[config.mk]
export PLATFORM = sky130hd
export DESIGN_NAME = rr_stream_arbiter
export DESIGN_NICKNAME = d
export VERILOG_FILES = /design/src/rtl/rr_stream_arbiter.sv
export SDC_FILE = /design/constraint.sdc
export NUM_CORES = 1
export LEC_CHECK = 0
export CAP_MARGIN = 20
export CELL_PAD_IN_SITES_DETAIL_PLACEMENT = 0
export CELL_PAD_IN_SITES_GLOBAL_PLACEMENT = 1
export CORE_ASPECT_RATIO = 0.5
export CORE_UTILIZATION = 29
export DETAILED_ROUTE_END_ITERATION = 7
export PLACE_DENSITY_LB_ADDON = 0.1
export SETUP_SLACK_MARGIN = 0.5
export SLEW_MARGIN = 5
export SYNTH_ARGS = -nofsm -noshare
export SYNTH_HDL_FRONTEND = slang
export SYNTH_SLANG_ARGS = --single-unit
[constraint.sdc]
create_clock -name clk -period 3.5 [get_ports clk]
set_clock_uncertainty 0.2 [all_clocks]
set_input_delay 0.525 -clock clk [delete_from_list [all_inputs] [get_ports clk]]
set_output_delay 0.525 -clock clk [all_outputs]
set_load 0.01 [all_outputs]
[src/rtl/rr_stream_arbiter.sv]
// Round-robin merge of N_REQ valid/ready byte streams onto one registered output channel.
// A requester keeps the grant for up to MAX_BURST consecutive beats; each beat carries its source index.
module rr_stream_arbiter #(
  parameter int N_REQ      = 4,
  parameter int WORD_WIDTH = 8,
  parameter int MAX_BURST  = 2,
  localparam int SRC_W     = $clog2(N_REQ)
) (
  input  logic                          clk,
  input  logic                          rst,
  input  logic [N_REQ-1:0]              up_valid,
  input  logic [N_REQ*WORD_WIDTH-1:0]   up_data,
  output logic [N_REQ-1:0]              up_ready,
  input  logic                          down_ready,
  output logic                          down_valid,
  output logic [WORD_WIDTH-1:0]         down_data,
  output logic [SRC_W-1:0]              down_src
);

  localparam int CNT_W = $clog2(MAX_BURST + 1);
  localparam logic [CNT_W-1:0] BURST_LAST  = CNT_W'(MAX_BURST - 1);
  localparam logic [CNT_W-1:0] BURST_FIRST = (MAX_BURST == 1) ? '0 : CNT_W'(1);
  localparam logic [SRC_W-1:0] OWNER_RST   = SRC_W'(N_REQ - 1);

  logic                  downValid_q, downValid_d;
  logic [WORD_WIDTH-1:0] downData_q, downData_d;
  logic [SRC_W-1:0]      downSrc_q, downSrc_d;
  logic [SRC_W-1:0]      owner_q, owner_d;
  logic [CNT_W-1:0]      burstCnt_q, burstCnt_d;

  logic             load;
  logic             anyValid;
  logic             lock;
  logic [SRC_W-1:0] sel;
  logic [SRC_W-1:0] cand;
  logic             found;

  assign load     = ~downValid_q | down_ready;
  assign anyValid = |up_valid;
  assign lock     = (burstCnt_q != '0) & up_valid[owner_q];

  // Search starts just after the owner and wraps, so the owner is considered last.
  always_comb begin
    sel   = owner_q;
    cand  = owner_q;
    found = 1'b0;
    if (!lock) begin
      for (int k = 1; k <= N_REQ; k++) begin
        cand = SRC_W'((int'(owner_q) + k) % N_REQ);
        if (!found && up_valid[cand]) begin
          sel   = cand;
          found = 1'b1;
        end
      end
    end
  end

  always_comb begin
    up_ready = '0;
    for (int i = 0; i < N_REQ; i++) begin
      up_ready[i] = load & anyValid & (sel == SRC_W'(i));
    end
  end

  always_comb begin
    downValid_d = downValid_q;
    downData_d  = downData_q;
    downSrc_d   = downSrc_q;
    owner_d     = owner_q;
    burstCnt_d  = burstCnt_q;
    if (load) begin
      if (anyValid) begin
        downValid_d = 1'b1;
        downData_d  = up_data[int'(sel)*WORD_WIDTH +: WORD_WIDTH];
        downSrc_d   = sel;
        owner_d     = sel;
        if (lock) begin
          burstCnt_d = (burstCnt_q == BURST_LAST) ? '0 : burstCnt_q + CNT_W'(1);
        end else begin
          burstCnt_d = BURST_FIRST;
        end
      end else begin
        // An idle cycle ends the current tenure but leaves the rotation point alone.
        downValid_d = 1'b0;
        burstCnt_d  = '0;
      end
    end
  end

  always_ff @(posedge clk or posedge rst) begin
    if (rst) begin
      downValid_q <= 1'b0;
      downData_q  <= '0;
      downSrc_q   <= '0;
      owner_q     <= OWNER_RST;
      burstCnt_q  <= '0;
    end else begin
      downValid_q <= downValid_d;
      downData_q  <= downData_d;
      downSrc_q   <= downSrc_d;
      owner_q     <= owner_d;
      burstCnt_q  <= burstCnt_d;
    end
  end

  assign down_valid = downValid_q;
  assign down_data  = downData_q;
  assign down_src   = downSrc_q;

endmodule

; Yosys cells after proc, flatten, opt, wreduce, memory -nomap -nowiden
; Cells that the tools add are included.
[totals]
elab_cells = 63
input_bits = 39
output_inout_bits = 15
regBits = 15
[op_classes]
mux = 25
eq_ne = 4
shift = 1
addsub = 5
magnitude_cmp = 5
n_bitwise = 8
n_reduce_logical = 10
[ops]
columns = cell, count
row1 = $shiftx 32x6->8, 1
row2 = $mux 2, 8
row3 = $lt 2x3->1 const B, 5
row4 = $mux 1, 12
row5 = $bmux 1 s2, 5
row6 = $add 2x1->2 const B, 3
row7 = $and 1x1->1, 6
row8 = $add 2x2->2 const B, 2
row9 = $eq 2x1->1 const B, 2
row10 = $eq 2x2->1 const B, 2
row11 = $reduce_or 4->1, 1
row12 = $logic_and 1x1->1, 3
row13 = $logic_not 1->1, 3
row14 = $logic_not 2->1, 1
row15 = $reduce_and 2->1, 1
row16 = $reduce_bool 2->1, 1
row17 = $not 1->1, 1
row18 = $or 1x1->1, 1

; Logic depth before layout (Yosys ltp)
[depth]
ltp_word = 19
mapped_depth = 8
mapped_depth_nobuf = 6

; Worst setup path after synthesis
; Ideal clock, no wire load.
[synth_path]
path_kind = input to register
from = in up_valid[2]
to = reg downData_q[0], in the netlist down_data[0]
setup_time_ps = 125
setup_slack_ps = 657
t_required_ps = 3175
path_buffers = 1
t_arrival_ps = 2518
stages = 7
cell_sequence = nor3b_1 > a311o_1 > a2111oi_4 > xnor2_1 > buf_6 > mux4_2 > mux2_4
[synth_via]
elab_chain_cells = 17
elab_cells_between_ends = 31
classes_between = 1 x shift / 21 x mux / 1 x bitwise / 8 x reduce/logical
[synth_lines]
columns = item, line_no
row1 = start: declaration, 11  ; input logic [N_REQ-1:0] up_valid,
row2 = $bmux 1 s2, 50  ; if (!found && up_valid[cand]) begin
row3 = $mux 1 (implied by the code), 50
row4 = $mux 1, 50
row5 = $mux 1, 47  ; if (!lock) begin
row6 = $logic_not 1->1, 50
row7 = $logic_and 1x1->1, 50
row8 = $mux 1, 50
row9 = $mux 1, 47
row10 = $logic_not 1->1, 50
row11 = $logic_and 1x1->1, 50
row12 = $mux 1, 50
row13 = $mux 1, 47
row14 = $logic_not 1->1, 50
row15 = $logic_and 1x1->1, 50
row16 = $mux 2, 50
row17 = $mux 2, 47
row18 = $shiftx 32x6->8, 74  ; downData_d = up_data[int'(sel)*WORD_WIDTH +: WORD_WIDTH];
row19 = end signal: assignment, 99  ; downData_q <= downData_d;
row20 = end: declaration, 26  ; logic [WORD_WIDTH-1:0] downData_q, downData_d;
; Parallel ways exist; a longest one is shown, timed or not. The select of a mux whose other input is x is not followed.
; A chain may end at the register's enable or synchronous reset.

; Worst setup path after layout
[layout_path]
from = in up_valid[3]
to = reg downData_q[0], in the netlist down_data[0]
; The elaborated chain is that of the path after synthesis.

==> run_results.csv <==
group,metric,value,unit
power,power_switching,0.514,mW
hold_path,hold_class,"reg -> reg",
cts,holdBufCountCts,0,
yosys,avgSynthCellArea,12.1,um2
global_route,grt_max_degree,16,
power,ir_drop,0.396,mV
finish,fin_area,1780,um2
sta,hold_violations,0,
global_route,grt_pass1_wl,4.35,mm
power,power_density,864,nW/um2
power,p_comb_share,69.3,%
global_route,antenna_found_initial,0,
setup_path,crit_path_end_kind,"flip-flop",
hold_path,min_path_cells,2,
setup_path,critPathLaunch,"up_valid[3]",
floorplan,die_area,3730,um2
cts,root_buffer,"clkbuf_8",
placed_design,placed_cells,186,
finish,final_cell_mix,"clkdlybuf4s50_1, buf_4, dfrtp_1",
power,clkPwrFrac,9.0,%
sta,worst_pin_slew,0.574,ns
setup_path,start_kind,"input pin",
finish,utilization,56.4,%
global_route,grt_pass1_vias,988,
finish,regArea,378,um2
yosys,synth_edf_count,0,
yosys,syn_inst,83,
finish,multiInputGateArea,614,um2
floorplan,die_y,43.7,um
floorplan,io_pins,54,
setup_path,crit_arrival,2.91,ns
finish,layout_commonest_cell,"clkdlybuf4s50_1",
sta,min_period,2.98,ns
finish,layout.nets,194,
setup_path,endpoint,"down_data[0]",
placed_design,io_buffers,53,
floorplan,core.rowCount,14,
cts,tritoncts,"yes",
floorplan,dieWidth,85.3,um
global_route,grt_use_total,15.7,%
floorplan,start_util,31.9,%
power,leakage,0.752,nW
sta,fin_crit_sh,85.1,%
cts,tritoncts.num_buffers,3,
cts,clk_pin_slew,0.06,ns
yosys,synth-seq-cells,15,
setup_path,reg2reg_depth,9,
run_status,status,"completed",
placed_design,dp_hpwl,2.00,mm
cts,clk_latency,0.24,ns
finish,fillers,291,
placed_design,pre_cts_ws,-0.125,ns
cts,clockBufferDepth,2,
power,switching_share,33.4,%
power,seq_power_share,21.7,%
sta,maxSlewViolCount,0,
sta,setup_viol,0,
setup_path,crit_type,"in -> reg",
route,wl_per_cell,13.3,um
cts,clock_sinks,15,
route,drt_pass1_iterations,4,
yosys,yosysWarnings,0,
setup_path,required,3.43,ns
sta,worst_slack,0.523,ns
route,dr.first_iter.drc_count,38,
finish,finalNonFillerCells,194,
sta,grt_setup_unrepaired,"yes",
yosys,netlist_area,1010,um2
placed_design,place_area,1680,um2
yosys,ys_seq_area_share,37.5,%
route,drc_errors,0,
floorplan,core_area,3150,um2
setup_path,crit_path_max_fanout,6,
yosys,synth_cell_types,31,
finish,antenna_cells,0,
flow_run,drv_cap,0,
yosys,synth_ff_type,"dfrtp_1",
global_route,grt.overflow.total,0,
power,internal_power,1.02,mW
route,wl,2.59,mm
setup_path,worst-r2r-setup-slack,0.52,ns
setup_path,reg2reg_to,"down_data[0]",
finish,area_growth,76.6,%
route,postRouteAntennaNets,0,
yosys,syn_nets,122,
sta,fmax,0.336,GHz
route,via_count,933,
sta,slew_headroom,61.7,%
yosys,async_reset_ff_share,100,%
finish,drive_above_1_share,33.1,%
placed_design,place_congestion,0.725,
route,viasPerCell,4.81,
setup_path,r2r_start,"owner_q[0]",
cts,cts_max_level,1,
## area by class of cell
cell class / instances / share of cell area (%)
timing repair buffer: 72 / 37.8
multi-input combinational: 58 / 34.5
clock buffer: 4 / 2.53
sequential: 15 / 21.2
tap: 40 / 2.81
inverter: 5 / 1.05
## registers in the layout (all words and copies together) (netlist names)
| name | cells |
|---|---|
| down_data | 8 |
| burstCnt_q | 2 |
| owner_q | 2 |
| down_src | 2 |
| down_valid | 1 |
## logic make-up after synthesis
| family | after synthesis | synth area share [%] |
|---|---|---|
| simple gates | 25 | 12.3 |
| buf+inv | 10 | 4.85 |
| compound gates | 11 | 9.69 |
| mux | 20 | 33.9 |
| xor+xnor | 2 | 1.74 |
| flops | 15 | 37.5 |
## how the worst min path moves through the flow
stage	startpoint	endpoint	slack, ns
2_1_floorplan	rst	burstCnt_q[0]	0.23
3_3_place_gp	down_src[0]	down_src[0]	0.28
3_5_place_dp	down_src[0]	down_src[0]	0.28
4_1_cts	down_src[0]	down_src[0]	0.29
5_1_grt	down_src[0]	down_src[0]	0.32
6_report	down_src[0]	down_src[0]	0.29
## synth_stat cells (2+ instances only)
cell type  count  area, um2
nor3b_1        2       15.0
xnor2_1        2       17.5
mux4_2         5        113
nor3_1         3       15.0
a21oi_1        2       10.0
nor2_1         8       30.0
mux4_1         3       78.8
mux2i_1        3       30.0
mux2_2         4       45.0
mux2_4         5       75.1
nand2_1        5       18.8
dfstp_2        2       52.6
o22ai_1        2       12.5
inv_1          5       18.8
nand2b_1       2       12.5
dfrtp_1       13        325
clkbuf_1       3       11.3
## critical path, stage by stage
cell,delay (ns)
dlygate4sd2_1,0.31
a311o_1,0.42
a2111oi_4,0.38
xnor2_2,0.19
buf_4,0.19
buf_8,0.13
mux4_2,0.49
mux2_4,0.26
## routing by layer
layer | up-vias | track usage, % | part of all wire [%]
met5 | - | 0 | 0
met4 | 0 | 5.33 | 1.0
met3 | 2 | 6.86 | 9.5
met2 | 40 | 26.6 | 46
met1 | 443 | 18.2 | 43
li1 | 448 | - | -
## through the flow
stage | hold WS, ns | total power [mW] | TNS, ns
3_3_place_gp | 0.276 | 1.28 | -0.251
5_1_grt | 0.321 | 1.65 | 0
2_1_floorplan | 0.225 | 0.927 | 0
3_5_place_dp | 0.279 | 1.29 | -0.248
4_1_cts | 0.292 | 1.50 | 0
6_report | 0.289 | 1.54 | 0
## power by group through the flow
| stage | sequential, mW | clock (mW) | combinational [mW] |
|---|---|---|---|
| floorplan | 0.331 | 0 | 0.596 |
| global placement | 0.337 | 0 | 0.944 |
| detailed placement | 0.340 | 0 | 0.947 |
| CTS | 0.331 | 0.144 | 1.03 |
| global route | 0.348 | 0.153 | 1.14 |
| finish | 0.334 | 0.138 | 1.07 |
## repair_timing
item,4_1_cts,5_1_grt
pin swaps,6,3
hold endpoints to repair,0,0
endpoints found under the setup margin,12,12
gates cloned,0,0
resized for setup,22,7
buffers inserted,3,1
Power figures use the tool's default switching activity.
